### src/rtl/pifo_calendar_pkg.sv
// Shared field layout, state encoding and root-word packing for the root PIFO
// calendar front-end controller.
package pifo_calendar_pkg;

  localparam int PIFO_CALENDAR_SIZE        = 1024;
  localparam int PIFO_CALENDAR_INDEX_WIDTH = 10;
  localparam int BUFFER_ADDR_WIDTH         = 12;
  localparam int PIFO_RANK_WIDTH           = 19;
  localparam int PIFO_ROOT_WIDTH           = 32;
  localparam int ROOT_RANK_START_POS       = 12;
  localparam int ROOT_PIFO_INFO_VALID_POS  = 31;
  localparam int CPU_WAIT_TIMEOUT          = 64;

  localparam int OCC_W      = PIFO_CALENDAR_INDEX_WIDTH + 1;
  localparam int WAIT_CNT_W = $clog2(CPU_WAIT_TIMEOUT);

  // Requester indices shared by the arbiter and the controller
  localparam int ENQ_IDX = 0;
  localparam int DEQ_IDX = 1;

  typedef enum logic [0:0] {
    ST_RUN      = 1'b0,
    ST_CPU_WAIT = 1'b1
  } ctrl_state_e;

  function automatic logic [PIFO_ROOT_WIDTH-1:0] pack_root(
    input logic [PIFO_RANK_WIDTH-1:0]   rank,
    input logic [BUFFER_ADDR_WIDTH-1:0] addr
  );
    logic [PIFO_ROOT_WIDTH-1:0] word;
    word = '0;
    word[ROOT_PIFO_INFO_VALID_POS] = 1'b1;
    word[ROOT_RANK_START_POS +: PIFO_RANK_WIDTH] = rank;
    word[BUFFER_ADDR_WIDTH-1:0] = addr;
    return word;
  endfunction

endpackage

### src/rtl/pifo_calendar_ctrl_rr_arbiter.sv
// Two-requester round-robin arbiter; the side served last loses a tie.
module pifo_rr_arbiter2
  import pifo_calendar_pkg::*;
(
  input  logic       clk,
  input  logic       rstn,
  input  logic [1:0] req,
  output logic [1:0] grant
);

  // Index of the requester that wins when both ask; starts out favouring dequeue
  logic prio;

  always_comb begin
    grant = req;
    if (req == 2'b11) begin
      grant = '0;
      grant[prio] = 1'b1;
    end
  end

  always_ff @(posedge clk) begin
    if (!rstn) begin
      prio <= 1'(DEQ_IDX);
    end else if (grant[ENQ_IDX]) begin
      prio <= 1'(DEQ_IDX);
    end else if (grant[DEQ_IDX]) begin
      prio <= 1'(ENQ_IDX);
    end
  end

endmodule

### src/rtl/pifo_calendar_ctrl.sv
// Root PIFO calendar front end: arbitrates enqueue/dequeue into insert/pop
// commands, tracks occupancy, yields to CPU writes and returns popped addresses.
module pifo_calendar_ctrl
  import pifo_calendar_pkg::*;
(
  input  logic                         clk,
  input  logic                         rstn,
  input  logic                         s_enq_valid,
  output logic                         s_enq_ready,
  input  logic [PIFO_RANK_WIDTH-1:0]   s_enq_rank,
  input  logic [BUFFER_ADDR_WIDTH-1:0] s_enq_buffer_addr,
  input  logic                         s_deq_valid,
  output logic                         s_deq_ready,
  output logic                         m_deq_valid,
  output logic [BUFFER_ADDR_WIDTH-1:0] m_deq_buffer_addr,
  output logic                         m_deq_error,
  output logic [PIFO_ROOT_WIDTH-1:0]   m_axis_pifo_info_root,
  output logic                         m_axis_insert_en,
  output logic                         m_axis_pop_en,
  input  logic [BUFFER_ADDR_WIDTH-1:0] s_axis_buffer_addr,
  input  logic                         s_axis_buffer_addr_valid,
  input  logic                         cpu_wr_pending,
  input  logic                         cpu_wr_result_valid,
  output logic                         cpu_wr_timeout,
  output logic [OCC_W-1:0]             occupancy,
  output logic                         calendar_full,
  output logic                         calendar_empty
);

  ctrl_state_e           state, state_next;
  logic [WAIT_CNT_W-1:0] wait_cnt;
  logic                  pending_mask;
  logic                  cpu_hold;
  logic                  timeout_hit;
  logic [1:0]            req, grant;

  // Right after a timeout the still-raised pending flag is ignored for one
  // cycle, so the datapath is guaranteed at least one slot of progress.
  assign cpu_hold       = cpu_wr_pending && !pending_mask;
  assign calendar_full  = (occupancy == OCC_W'(PIFO_CALENDAR_SIZE));
  assign calendar_empty = (occupancy == '0);
  assign s_enq_ready    = rstn && (state == ST_RUN) && !calendar_full  && !cpu_hold;
  assign s_deq_ready    = rstn && (state == ST_RUN) && !calendar_empty && !cpu_hold;

  always_comb begin
    req          = '0;
    req[ENQ_IDX] = s_enq_valid && s_enq_ready;
    req[DEQ_IDX] = s_deq_valid && s_deq_ready;
  end

  pifo_rr_arbiter2 u_arb (
    .clk   (clk),
    .rstn  (rstn),
    .req   (req),
    .grant (grant)
  );

  always_comb begin
    state_next  = state;
    timeout_hit = 1'b0;
    unique case (state)
      ST_RUN: begin
        if (cpu_hold) state_next = ST_CPU_WAIT;
      end
      ST_CPU_WAIT: begin
        if (cpu_wr_result_valid) begin
          state_next = ST_RUN;
        end else if (wait_cnt == WAIT_CNT_W'(CPU_WAIT_TIMEOUT - 1)) begin
          state_next  = ST_RUN;
          timeout_hit = 1'b1;
        end
      end
      default: state_next = ST_RUN;
    endcase
  end

  always_ff @(posedge clk) begin
    if (!rstn) begin
      state          <= ST_RUN;
      wait_cnt       <= '0;
      pending_mask   <= 1'b0;
      cpu_wr_timeout <= 1'b0;
    end else begin
      state          <= state_next;
      wait_cnt       <= (state == ST_CPU_WAIT) ? wait_cnt + WAIT_CNT_W'(1) : '0;
      pending_mask   <= timeout_hit;
      cpu_wr_timeout <= timeout_hit;
    end
  end

  // The calendar head is sampled while pop_en is high, i.e. before it shifts
  always_ff @(posedge clk) begin
    if (!rstn) begin
      m_axis_insert_en      <= 1'b0;
      m_axis_pop_en         <= 1'b0;
      m_axis_pifo_info_root <= '0;
      occupancy             <= '0;
      m_deq_valid           <= 1'b0;
      m_deq_error           <= 1'b0;
      m_deq_buffer_addr     <= '0;
    end else begin
      m_axis_insert_en <= grant[ENQ_IDX];
      m_axis_pop_en    <= grant[DEQ_IDX];
      if (grant[ENQ_IDX]) begin
        m_axis_pifo_info_root <= pack_root(s_enq_rank, s_enq_buffer_addr);
        occupancy             <= occupancy + OCC_W'(1);
      end else if (grant[DEQ_IDX]) begin
        occupancy             <= occupancy - OCC_W'(1);
      end
      m_deq_valid <= m_axis_pop_en;
      m_deq_error <= m_axis_pop_en && !s_axis_buffer_addr_valid;
      if (m_axis_pop_en) m_deq_buffer_addr <= s_axis_buffer_addr;
    end
  end

endmodule
### config.mk
export PLATFORM = sky130hd
export DESIGN_NAME = pifo_calendar_ctrl
export DESIGN_NICKNAME = d
export VERILOG_FILES = /design/src/rtl/pifo_calendar_pkg.sv /design/src/rtl/pifo_calendar_ctrl_rr_arbiter.sv /design/src/rtl/pifo_calendar_ctrl.sv
export SDC_FILE = /design/constraint.sdc
export NUM_CORES = 1
export LEC_CHECK = 0
export BUFFER_PORTS_ARGS = -buffer_cell sky130_fd_sc_hd__buf_2
export CORE_UTILIZATION = 49
export DETAILED_ROUTE_END_ITERATION = 10
export PLACE_DENSITY = 0.81
export SLEW_MARGIN = 20
export SYNTH_ARGS = -nofsm -noshare
export SYNTH_HDL_FRONTEND = slang
export SYNTH_SLANG_ARGS = --single-unit
### constraint.sdc
create_clock -name clk -period 4.1 [get_ports clk]
set_input_delay 0.41 -clock clk [delete_from_list [all_inputs] [get_ports clk]]
set_output_delay 0.41 -clock clk [all_outputs]
set_load 0.01 [all_outputs]
### Word level (Yosys, flattened, before mapping)

Cells that the tools add are included.

| operators by class | value |
|---|---|
| $add $sub $neg | 3 |
| multiply operators | 0 |
| div/mod/pow operators | 0 |
| magnitude comparators | 2 |
| equal/unequal tests | 3 |
| shifts and indexed selects | 0 |
| mux-type cells | 10 |
| bitwise operators | 2 |
| reduce and logical (&&, ||, !) cells | 20 |

Operator list:

| kind | count |
|---|---|
| $mux W11 | 2 |
| $add A11 B1 Y11 const B | 1 |
| $eq A11 B11 Y1 const B | 1 |
| $logic_not A11 Y1 | 1 |
| $sub A11 B1 Y11 const B | 1 |
| $logic_and A1 B1 Y1 | 10 |
| $add A6 B1 Y6 const B | 1 |
| $eq A6 B6 Y1 const B | 1 |
| $logic_not A1 Y1 | 5 |
| $mux W1 | 5 |
| $reduce_or A3 Y1 | 1 |
| $eq A2 B2 Y1 const B | 1 |
| $lt A1 B2 Y1 const B | 1 |
| $mux W2 | 1 |
| $not A1 Y1 | 2 |
| $pmux W1 S2 | 1 |
| $reduce_and A2 Y1 | 1 |
| $reduce_bool A2 Y1 | 1 |
| $reduce_or A2 Y1 | 1 |
| $demux W1 S1 | 1 |
| $ge A1 B1 Y1 const B | 1 |

| word-level totals | value |
|---|---|
| register bits | 68 |
| bits in latches | 0 |
| memory bits (writable) | 0 |
| bits in read-only memories | 0 |
| input bits | 50 |
| output and inout bits | 64 |
| word-level logic and storage cells | 51 |
| memories | 0 |

### Logic depth before layout (Yosys ltp)

Gate-level depths: netlist of the first run.

| depth | value |
|---|---|
| depth after elaboration | 9 |
| mapped depth | 15 |
| mapped depth without buffers | 12 |

### By module

From an unflattened synthesis of the first run, not the netlist that was laid out.

| second synthesis, totals | value |
|---|---|
| cell total of the unflattened synthesis | 297 |
| area, all modules | 2965.3 µm² |

Modules (own cells, without submodules):

| module | instances | cells each | area each (µm²) | seq. area each (µm²) |
|---|---|---|---|---|
| pifo_calendar_ctrl | 1 | 290 | 2904.0 | 1341.3 |
| pifo_rr_arbiter2 | 1 | 7 | 61.3 | 20.0 |

### Worst setup path before layout of the first run

OpenSTA, ideal clock, no wires.

| timing path | value |
|---|---|
| kind | register to register |
| start | register occupancy[1] |
| end | register occupancy[7] |
| setup time | 0.122 ns |
| data arrival time | 3.013 ns |
| data required time | 3.978 ns |
| setup slack | 0.965 ns |
| stages on the path, launching flop included | 15 |
| path buffers | 2 |
| path through | dfxtp_1 nor4_4 nand3_2 nor2_2 a311oi_2 buf_4 buf_4 inv_1 ha_1 a211oi_1 o21bai_1 or3_1 a31oi_1 xor2_1 o21ai_0 |

| on the way | value |
|---|---|
| word-level cells in the longest chain between the ends | 8 |
| elaborated cells on any way between the ends | 17 |
| those cells by class | add/sub: 2; eq/ne: 2; mux: 3; reduce/logical: 10 |

RTL lines:

| item | RTL line | text |
|---|---|---|
| from (decl) | pifo_calendar_ctrl.sv:25 | `output logic [OCC_W-1:0] occupancy,` |
| from (signal assigned) | pifo_calendar_ctrl.sv:106 | `occupancy <= occupancy + OCC_W'(1);` |
| from (signal assigned) | pifo_calendar_ctrl.sv:108 | `occupancy <= occupancy - OCC_W'(1);` |
| $eq A11 B11 Y1 (*) | pifo_calendar_ctrl.sv:40 | `assign calendar_full = (occupancy == OCC_W'(PIFO_CALENDAR_SIZE));` |
| net calendar_full | pifo_calendar_ctrl.sv:26 | `output logic calendar_full,` |
| $logic_not A1 Y1 (*) | pifo_calendar_ctrl.sv:42 | `assign s_enq_ready = rstn && (state == ST_RUN) && !calendar_full && !cpu_hold;` |
| $logic_and A1 B1 Y1 (*) (2 in series) | pifo_calendar_ctrl.sv:42 |  |
| $logic_and A1 B1 Y1 (*) | pifo_calendar_ctrl.sv:47 | `req[ENQ_IDX] = s_enq_valid && s_enq_ready;` |
| $eq A2 B2 Y1 | pifo_calendar_ctrl_rr_arbiter.sv:16 | `if (req == 2'b11) begin` |
| $mux W2 (*) | pifo_calendar_ctrl_rr_arbiter.sv:16 |  |
| $mux W11 or $reduce_bool A2 Y1 (tied branches) | - |  |

The timed path passes the listed nets; every way through them passes the cells marked *. The select of a mux whose other input is x is not followed.
A chain may end at the register's enable or synchronous reset.

### Worst setup path after layout of the first run

| timing path | value |
|---|---|
| start | register occupancy[1] |
| end | register occupancy[7] |

| on the way | value |
|---|---|
| word-level cells in the longest chain between the ends | 8 |
| elaborated cells on any way between the ends | 17 |
| those cells by class | add/sub: 2; eq/ne: 2; mux: 3; reduce/logical: 10 |

RTL lines:

| item | RTL line |
|---|---|
| $eq A11 B11 Y1 or $logic_not A11 Y1 (tied branches) | pifo_calendar_ctrl.sv:40, pifo_calendar_ctrl.sv:41 |
| $logic_not A1 Y1, on equally long branches | pifo_calendar_ctrl.sv:42, pifo_calendar_ctrl.sv:43 |
| $logic_and A1 B1 Y1, on equally long branches (2 in series) | pifo_calendar_ctrl.sv:42, pifo_calendar_ctrl.sv:43 |
| $logic_and A1 B1 Y1, on equally long branches | pifo_calendar_ctrl.sv:47, pifo_calendar_ctrl.sv:48 |
| $eq A2 B2 Y1 | pifo_calendar_ctrl_rr_arbiter.sv:16 |
| $mux W2 | pifo_calendar_ctrl_rr_arbiter.sv:16 |
| $mux W11 or $reduce_bool A2 Y1 (tied branches) | - |

Several ways; a longest one is shown, not always the timed one. The select of a mux whose other input is x is not followed.

==> results of run 1 <==
synth_stat cells, drive strengths merged (3+ instances only):
| master | number | area (sq um) |
|---|---|---|
| dfxtp | 68 | 1360 |
| buf | 10 | 70.1 |
| xnor2 | 6 | 52.6 |
| mux2i | 20 | 200 |
| clkbuf | 11 | 41.3 |
| a21oi | 9 | 45.0 |
| inv | 4 | 15.0 |
| ha | 10 | 125 |
| nand4 | 3 | 18.8 |
| and2 | 3 | 18.8 |
| nor2b | 19 | 119 |
| a21o | 4 | 30.0 |
| a31oi | 3 | 18.8 |
| nand3 | 10 | 55.1 |
| nand2 | 73 | 274 |
| nor2 | 11 | 43.8 |
| xor2 | 6 | 52.6 |
| o21ai | 37 | 185 |
routing by layer:
metal  global-route usage (%)  share of wire, %  up-vias
met1                     24.1                44     1191
met5                        0                 0        -
met2                     35.0                47       95
met4                     9.27               1.5        0
li1                         -                 -     1325
met3                     6.29               7.0       12
how the worst max path moves through the flow:
stage / end / slack, ps / cells past startpoint
after floorplan: occupancy[7] / 970 / 14
after global placement: occupancy[7] / 1070 / 11
after detailed placement: occupancy[7] / 930 / 11
after CTS: occupancy[7] / 910 / 11
after global routing: occupancy[7] / 720 / 12
final: occupancy[7] / 870 / 12
worst max-delay path: stages, from the launching register on:
cell and delay [ps]:
dfxtp_1 390, nor4_4 330, nand3_2 190, nor2_2 240, a311oi_4 70, inv_1 310, ha_1 340, a211oi_1 280
o21bai_1 150, or3_1 320, a31oi_1 190, xor2_1 180, o21ai_0 90
power groups by stage:
stage	Sequential, mW	Combinational [mW]	Clock [mW]
6_report	0.797	0.618	0.564
4_1_cts	0.797	0.617	0.580
5_1_grt	0.808	0.687	0.613
3_3_place_gp	0.806	0.596	0
3_5_place_dp	0.811	0.613	0
2_1_floorplan	0.829	0.415	0
cell families (layout without fill, tap and decap cells):
family	count (synthesis)	count (layout)	synth area share [%]
and+or+nand+nor	134	134	22.3
DFF	68	68	46.0
AOI/OAI and AO/OA	61	61	12.2
buffers and inverters	25	135	4.27
muxes	20	20	6.77
xor gates and xnor gates	12	12	3.55
adders and majority gates	11	11	4.90
registers in the layout, indices dropped and copies added (netlist names):
| name | flops |
|---|---|
| m_axis_pifo_info_root | 32 |
| m_deq_buffer_addr | 12 |
| occupancy | 11 |
| wait_cnt | 6 |
| m_axis_insert_en | 1 |
| m_axis_pop_en | 1 |
| m_deq_error | 1 |
| m_deq_valid | 1 |
| pending_mask | 1 |
| state | 1 |
| u_arb.prio | 1 |
layout make-up:
class | count | area (sq um) | area share (%)
clock buffers | 11 | 151 | 4.05
clock inverters | 5 | 60.1 | 1.61
inverters | 4 | 15.0 | 0.401
multi-input cells | 238 | 1480 | 39.6
flip-flops and latches | 68 | 1360 | 36.4
well taps | 72 | 90.1 | 2.41
repair buffers | 115 | 581 | 15.5
stage by stage:
step	area [sq um]	power [mW]
floorplan	2960	1.24
global placement	3530	1.40
detailed placement	3530	1.42
CTS	3740	1.99
global route	3740	2.11
finish	3740	1.98
==> impl_metrics.tcl, run 1 <==
set metrics [dict create \
    status "completed" \
    p_int_mw 1.32 \
    p_sw_uw 658 \
    instances_no_fill 513 \
    ant_nets 0 \
    avgViaCountPerCell 5.11 \
    die_h_microns 79.7 \
    dr.pass1.iters 4 \
    netlist_instances 331 \
    synth_area_sq_um 2960 \
    track_usage_pct 20.8 \
    ys.flop_type "dfxtp_1" \
    finalSetupTns_ps 0 \
    cts_buffer_depth 2 \
    critPathRequiredTime_ps 4280 \
    totalWireLength_mm 6.34 \
    pwr-share-comb_pct 31.2 \
    async_flop_share_pct 0 \
    r2r-start "occupancy[1]" \
    worst-path-max-fanout 11 \
    ys_seq_elements 68 \
    ioPinCount 114 \
    place_congestion 0.850 \
    reg2reg_slack_ps 870 \
    crit_path_start "occupancy[1]" \
    critical_path_arrival_ps 3410 \
    finalCritPeriodShare_pct 78.7 \
    drv_cap 0 \
    hp-class "input port to register" \
    worst_pin_slew_ps 722 \
    period_minus_slack_ps 3230 \
    die_w_microns 79.7 \
    worst-r2r-cell-count 12 \
    initial_utilization_pct 52.1 \
    setup.worst_path.class "register to register" \
    hold_viol 0 \
    ctsHoldBuffers 0 \
    ys_seq_area_share_pct 46.0 \
    synth-edff-count 0 \
    synthToLayoutAreaGrowth_pct 26.4 \
    placedCellCount 497 \
    setup-violations-final 0 \
    power_density_nw_per_um2 529 \
    skew_ps 9.15 \
    p_sw_share_pct 33.2 \
    rows 27 \
    grt_max_degree 65 \
    cts_buffers 9 \
    final_nets 497 \
    port_buffers 113 \
    hold_start "s_axis_buffer_addr_valid" \
    ctsRootBufferMaster "clkbuf_8" \
    cts_resized 0 \
    yosys.cell_types.count 41 \
    worst_ir_drop_vdd_mv 0.282 \
    place_worst_setup_slack_ps 935 \
    overflow 0 \
    core-area_sq_um 5680 \
    clkSinkCount 68 \
    min_to "m_deq_error" \
    final_common_cell "buf_2" \
    cts_tree "yes" \
    antenna_cells 0 \
    maxSlewViolCount 0 \
    antenna_found_initial 0 \
    post-route-drc-count 0 \
    drive_above_1_share_pct 31.3 \
    grt_pass1_vias 2422 \
    yosys_warnings 0 \
    vias 2623 \
    r2r_end "occupancy[7]" \
    max_freq_ghz 0.310 \
    share_seq_of_total_power_pct 40.3 \
    mostFrequentLayoutCells "113 x buf_2, 73 x nand2_1, 68 x dfxtp_1, 29 x o21ai_0, 20 x mux2i_1" \
    grt_pass1_wl_mm 10.3 \
    n_fill_cell 484 \
    crit_path_end_kind "register" \
    cts.reportedPaths.clkPinSlew_ps 80 \
    p_leak_nw 1.76 \
    place_hpwl_mm 4.51 \
    wl_per_cell_microns 12.4 \
    setup_slack_ps 872 \
    whs_ps 246 \
    holdPathStages 2 \
    final_core_util_pct 65.9 \
    clkLatencyLatePin_ps 330 \
    dieArea_sq_um 6350 \
    relSlewSlack_pct 51.8 \
    syn_nets 392 \
    postCtsSetupBuffers 0 \
    htree_levels 3 \
    drt_iter0_drc 115 \
    synth_area_per_cell_sq_um 8.94 \
    rsz0062_at_grt "false" \
    pwr-share-clk_pct 28.5 \
    critPathLaunchType "register" \
]
(Power assumes the default switching activity.)
==> run 2, diff against run 1 <==
- ABC_AREA: unset -> 1
- CORE_UTILIZATION: 49 -> 44
- PLACE_DENSITY: 0.81 -> 0.77
- clock period: 4.1 -> 2.8 ns (I/O delays scaled with it)
==> impl_metrics.tcl, run 2 <==
set metrics [dict create \
    vias 2756 \
    worst-path-max-fanout 14 \
    regMostFlops "m_axis_pifo_info_root" \
    wl_per_cell_microns 11.0 \
    worst-r2r-cell-count 15 \
    power_mw 2.69 \
    endpoint "occupancy[8]" \
    top_regs "m_axis_pifo_info_root (32), m_deq_buffer_addr (12), occupancy (11)" \
    drive_above_1_share_pct 29.7 \
    clkLatencyLatePin_ps 340 \
    cts_tree "yes" \
    ctsRootBufferMaster "clkbuf_8" \
    rsz0062_at_grt "false" \
    power_density_nw_per_um2 717 \
    p_int_mw 1.88 \
    ys_seq_elements 68 \
    crit_path_end_kind "register" \
    period_minus_slack_ps 2530 \
    setup_slack_ps 270 \
    final_design_area_no_fill_sq_um 3740 \
    overflow 0 \
    cts_buffer_depth 2 \
    place_hpwl_mm 4.63 \
    instances_no_fill 585 \
    use_met3_pct 3.98 \
    critPathLaunchType "register" \
    skew_ps 14.5 \
    status "completed" \
    place_worst_setup_slack_ps 334 \
    r2r-start "occupancy[1]" \
    ant_nets 0 \
    die_h_microns 83.4 \
    dieArea_sq_um 6960 \
    setup.worst_path.class "register to register" \
    clkSinkCount 68 \
    maxSlewViolCount 0 \
    grtUsageMet2_pct 32.9 \
    post-route-drc-count 0 \
    port_buffers 113 \
    crit_path_start "occupancy[1]" \
    ctsHoldBuffers 0 \
    dr.pass1.iters 6 \
    grt.met1_usage_pct 24.7 \
    core-area_sq_um 6390 \
    p_sw_uw 803 \
    share_seq_of_total_power_pct 41.0 \
    synth_top_area_cell "dfxtp_1" \
    ioPinCount 114 \
    finalCritPeriodShare_pct 90.4 \
    htree_levels 3 \
    synth_most_common_cell "nand2_1" \
    die_w_microns 83.4 \
    worst_pin_slew_ps 545 \
    place_congestion 0.861 \
    critPathRequiredTime_ps 3000 \
    track_usage_pct 19.4 \
    yosys_warnings 0 \
    mostFrequentLayoutCells "127 x nand2_1, 113 x buf_2, 68 x dfxtp_1, 46 x nor2_1, 36 x inv_1" \
    pwr-share-comb_pct 22.4 \
    largest_reg_flops 32 \
    async_flop_share_pct 0 \
    synthToLayoutAreaGrowth_pct 28.5 \
    worst_ir_drop_vdd_mv 0.537 \
    totalWireLength_mm 6.43 \
    initial_utilization_pct 45.7 \
    drv_cap 0 \
    pwr-share-clk_pct 36.5 \
    cts.reportedPaths.clkPinSlew_ps 80 \
    yosys.cell_types.count 32 \
    r2r_end "occupancy[8]" \
    rows 29 \
    netlist_instances 391 \
    dpl_cell_area_sq_um 3500 \
    ys.flop_type "dfxtp_1" \
    hold_viol 0 \
    grt_max_degree 33 \
    postCtsSetupBuffers 0 \
    synth_common_cells "127 x nand2_1, 68 x dfxtp_1, 46 x nor2_1" \
    grt_pass1_vias 2544 \
    n_fill_cell 606 \
    final_nets 564 \
    avgViaCountPerCell 4.71 \
    max_freq_ghz 0.395 \
    antenna_found_initial 0 \
    cts_buffers 9 \
    antenna_cells 0 \
    synth_area_sq_um 2920 \
    cts_resized 0 \
    synth_top_cell_area_share_pct 46.7 \
    synth-edff-count 0 \
    final_common_cell "nand2_1" \
    critical_path_arrival_ps 2730 \
    synthTopCellsByArea "dfxtp_1 47%, nand2_1 16%, nor2_1 5.9%, inv_1 4.6%, o21ai_0 4.6%" \
    placedCellCount 569 \
    p_leak_nw 2.11 \
    busiest_layer "met2" \
    hp-class "input port to register" \
    p_sw_share_pct 29.9 \
    relSlewSlack_pct 63.6 \
    synth_area_per_cell_sq_um 7.46 \
    reg2reg_slack_ps 270 \
    ys_seq_area_share_pct 46.7 \
    syn_nets 452 \
    setup-violations-final 0 \
    grt_pass1_wl_mm 11.1 \
    finalSetupTns_ps 0 \
    drt_iter0_drc 83 \
]
[run 2: cell types whose count changed after synthesis, moves of 6 or more]
cell	change
inv_1	+32
o21ai_1	-8
mux2i_1	-20
nor2b_1	-19
nor2_1	+36
nand2_2	+11
clkbuf_1	-7
a21oi_1	+6
nand2_1	+54
[run 2: how the worst min path moves through the flow]
| stage | from | endpoint | depth (start not counted) |
|---|---|---|---|
| 6_report | s_axis_buffer_addr_valid | m_deq_error | 2 |
| 5_1_grt | s_axis_buffer_addr_valid | m_deq_error | 2 |
| 4_1_cts | s_axis_buffer_addr_valid | m_deq_error | 2 |
| 3_5_place_dp | m_axis_pifo_info_root[4] | m_axis_pifo_info_root[4] | 2 |
| 3_3_place_gp | m_axis_pifo_info_root[7] | m_axis_pifo_info_root[7] | 2 |
| 2_1_floorplan | s_axis_buffer_addr_valid | m_deq_error | 1 |
[run 2: kinds of logic (layout without fill, tap and decap cells)]
logic type,Yosys count,count (layout),synth area share (%)
DFF,68,68,46.7
AOI/OAI and AO/OA,48,48,8.63
buffers and inverters,53,170,8.20
xor gates and xnor gates,6,6,1.80
adders and majority gates,11,11,4.98
and+or+nand+nor,205,205,29.7
[run 2: worst max-delay path: stages (launching register included)]
cell and delay (ps):
dfxtp_1 360, nor2_1 120, nand2_1 70, nor2_2 160
nand2_1 130, nand4_2 110, nand2_4 140, ha_1 380
inv_1 70, nor3_1 270, nand2_1 90, nand2_1 120
nand2_1 60, nand2_1 70, xor2_1 150, a21oi_1 70
[run 2: metal layers]
| layer | routed length [microns] | vias up |
|---|---|---|
| met5 | 0 | - |
| met4 | 62 | 0 |
| met3 | 349 | 7 |
| met2 | 3060 | 84 |
| met1 | 2950 | 1224 |
| li1 | - | 1441 |
[run 2: power by group through the flow]
stage	clock, mW	sequential (mW)	combinational (mW)
2_1_floorplan	0	1.15	0.388
3_5_place_dp	0	1.12	0.601
5_1_grt	1.04	1.11	0.684
4_1_cts	0.998	1.10	0.606
3_3_place_gp	0	1.12	0.593
6_report	0.981	1.10	0.603
[run 2: cell type report]
class                           count  area [sq um]  share of cell area [%]
Clock buffer                        9           124                    3.31
Clock inverter                      7           123                    3.27
Inverter                           40           153                    4.08
Multi-Input combinational cell    270          1320                    35.1
Sequential cell                    68          1360                    36.4
Tap cell                           77          96.3                    2.57
Timing Repair Buffer              114           573                    15.3
[run 2: metrics by stage]
| stage | utilization, % | hold WS, ps |
|---|---|---|
| floorplan | - | 352 |
| global placement | 54.8 | 424 |
| detailed placement | 54.8 | 429 |
| CTS | 58.6 | 90.0 |
| global route | 58.6 | 94.2 |
| finish | 58.6 | 98.6 |
==> run 3, diff against run 2 <==
- ABC_AREA: 1 -> unset
==> impl_metrics.tcl, run 3 (synthesized netlist as in run 1, its figures left out) <==
set metrics [dict create \
    r2r_end "occupancy[10]" \
    p_leak_nw 1.94 \
    setup.worst_path.class "register to register" \
    cpPeakStageDelay_ps 380 \
    ioPinCount 114 \
    overflow 0 \
    synthToLayoutAreaGrowth_pct 38.3 \
    clkSinkCount 68 \
    regMostFlops "m_axis_pifo_info_root" \
    final_common_cell "buf_2" \
    ctsRootBufferMaster "clkbuf_8" \
    cts_buffer_depth 2 \
    dr.pass1.iters 8 \
    place_congestion 0.866 \
    top_regs "m_axis_pifo_info_root (32), m_deq_buffer_addr (12), occupancy (11)" \
    drive_above_1_share_pct 40.0 \
    drv_cap 0 \
    skew_ps 7.92 \
    rows 29 \
    initial_utilization_pct 46.1 \
    grt_pass1_wl_mm 11.2 \
    ant_nets 0 \
    setup-violations-final 6 \
    post-route-drc-count 12 \
    antenna_cells 0 \
    reg2reg_slack_ps -290 \
    placedCellCount 526 \
    instances_no_fill 550 \
    htree_levels 3 \
    cp.depth 12 \
    clkLatencyLatePin_ps 340 \
    grt_max_degree 65 \
    violations "DRC, setup timing" \
    power_mw 3.18 \
    worst-r2r-cell-count 12 \
    place_hpwl_mm 4.68 \
    worst-path-max-fanout 5 \
    port_buffers 113 \
    crit_path_end_kind "register" \
    antenna_found_initial 0 \
    critPathSlowestCell "a311oi_4" \
    critical_path_arrival_ps 3350 \
    core-area_sq_um 6420 \
    cts_buffers 9 \
    crit_buf_inv 2 \
    finalSetupTns_ps -1320 \
    critPathLaunchType "register" \
    mostFrequentLayoutCells "113 x buf_2, 73 x nand2_1, 63 x dfxtp_1, 32 x buf_4, 26 x o21ai_0" \
    maxSlewViolCount 0 \
    final_nets 529 \
    track_usage_pct 19.6 \
    totalWireLength_mm 6.91 \
    critPathRequiredTime_ps 3070 \
    crit_family "simple AND/OR/NAND/NOR gates" \
    worst_pin_slew_ps 714 \
    die_h_microns 84.0 \
    grt_pass1_vias 2610 \
    rsz0062_at_grt "true" \
    dieArea_sq_um 7060 \
    max_freq_ghz 0.324 \
    drt_iter0_drc 101 \
    period_minus_slack_ps 3090 \
    setup_slack_ps -287 \
    r2r-start "occupancy[6]" \
    path_cells "nor4_4 -> nand3_2 -> a311oi_4 -> clkinvlp_4 -> buf_6 -> fa_2 -> a21o_1 -> nand4_1 -> nand3_2 -> a21oi_2 -> mux2i_1 -> mux2i_1" \
    status "complete, but fails checks" \
    holdPathStages 2 \
    die_w_microns 84.0 \
    power_density_nw_per_um2 778 \
    finalCritPeriodShare_pct 110 \
    vias 2733 \
    relSlewSlack_pct 52.3 \
    avgViaCountPerCell 4.97 \
    cts.reportedPaths.clkPinSlew_ps 70 \
    worst_ir_drop_vdd_mv 0.394 \
    ctsHoldBuffers 0 \
    crit_path_start "occupancy[6]" \
    hp-class "input port to register" \
    cts_tree "yes" \
    largest_reg_flops 32 \
    endpoint "occupancy[10]" \
    hold_viol 0 \
    wl_per_cell_microns 12.6 \
]
run 3: cell types whose count changed in the layout (fill, tap and decap cells not counted), moves of 8 or more:
cell,delta
a21oi_1,-8
buf_4,+31
inv_1,-33
mux2i_1,+20
nand2_1,-54
nand2_2,-11
nor2_1,-36
nor2b_1,+19
o21ai_1,+10
run 3: worst register-to-register path, stage by stage (launching register included):
cell and delay (ps):
dfxtp_2 340, nor4_4 360, nand3_2 160, a311oi_4 380, clkinvlp_4 210, buf_6 170
fa_2 350, a21o_1 190, nand4_1 160, nand3_2 130, a21oi_2 160, mux2i_1 230
mux2i_1 190
run 3: how the worst min path moves through the flow:
stage | from | end | slack [ps]
final | s_axis_buffer_addr_valid | m_deq_error | 90
after global routing | s_axis_buffer_addr_valid | m_deq_error | 80
after CTS | s_axis_buffer_addr_valid | m_deq_error | 80
after detailed placement | m_axis_pifo_info_root[31] | m_axis_pifo_info_root[31] | 430
after global placement | m_axis_pifo_info_root[31] | m_axis_pifo_info_root[31] | 430
after floorplan | s_axis_buffer_addr_valid | m_deq_error | 350
run 3: cell type report:
| type | instances | area (sq um) |
|---|---|---|
| Sequential cell | 68 | 1370 |
| Tap cell | 77 | 96.3 |
| Timing Repair Buffer | 147 | 828 |
| Clock inverter | 6 | 62.6 |
| Inverter | 4 | 18.8 |
| Clock buffer | 10 | 138 |
| Fill cell | 546 | 2330 |
| Multi-Input combinational cell | 238 | 1580 |
run 3: power breakdown:
part | internal (mW) | switching, mW
combinational | 0.598 | 0.629
clock | 0.436 | 0.373
sequential | 1.07 | 0.0739
run 3: repair_timing:
item / in CTS / in global routing
buffers inserted: 6 / 2
hold endpoints to repair: 0 / 0
pin swaps: 4 / 7
resized for setup: 7 / 8
setup endpoints to repair: 6 / 7
run 3: metrics by stage:
step | setup WS (ps) | hold slack [ps] | util (%) | area [sq um]
2_1_floorplan | -206 | 352 | - | 3020
3_3_place_gp | -116 | 430 | 58.7 | 3770
3_5_place_dp | -216 | 434 | 58.7 | 3770
4_1_cts | -163 | 78.5 | 62.8 | 4030
5_1_grt | -436 | 78.2 | 63.7 | 4090
6_report | -287 | 90.8 | 63.7 | 4090
run 3: layer usage:
layer  share of wire [%]  routed length, microns  vias up  global-route usage (%)
met5                   0                       0        -                       0
met4                 1.4                     100        0                    8.15
met3                 6.5                     447       11                    5.84
met2                  49                    3410       91                    35.1
met1                  43                    2940     1244                    21.5
li1                    -                       -     1387                       -
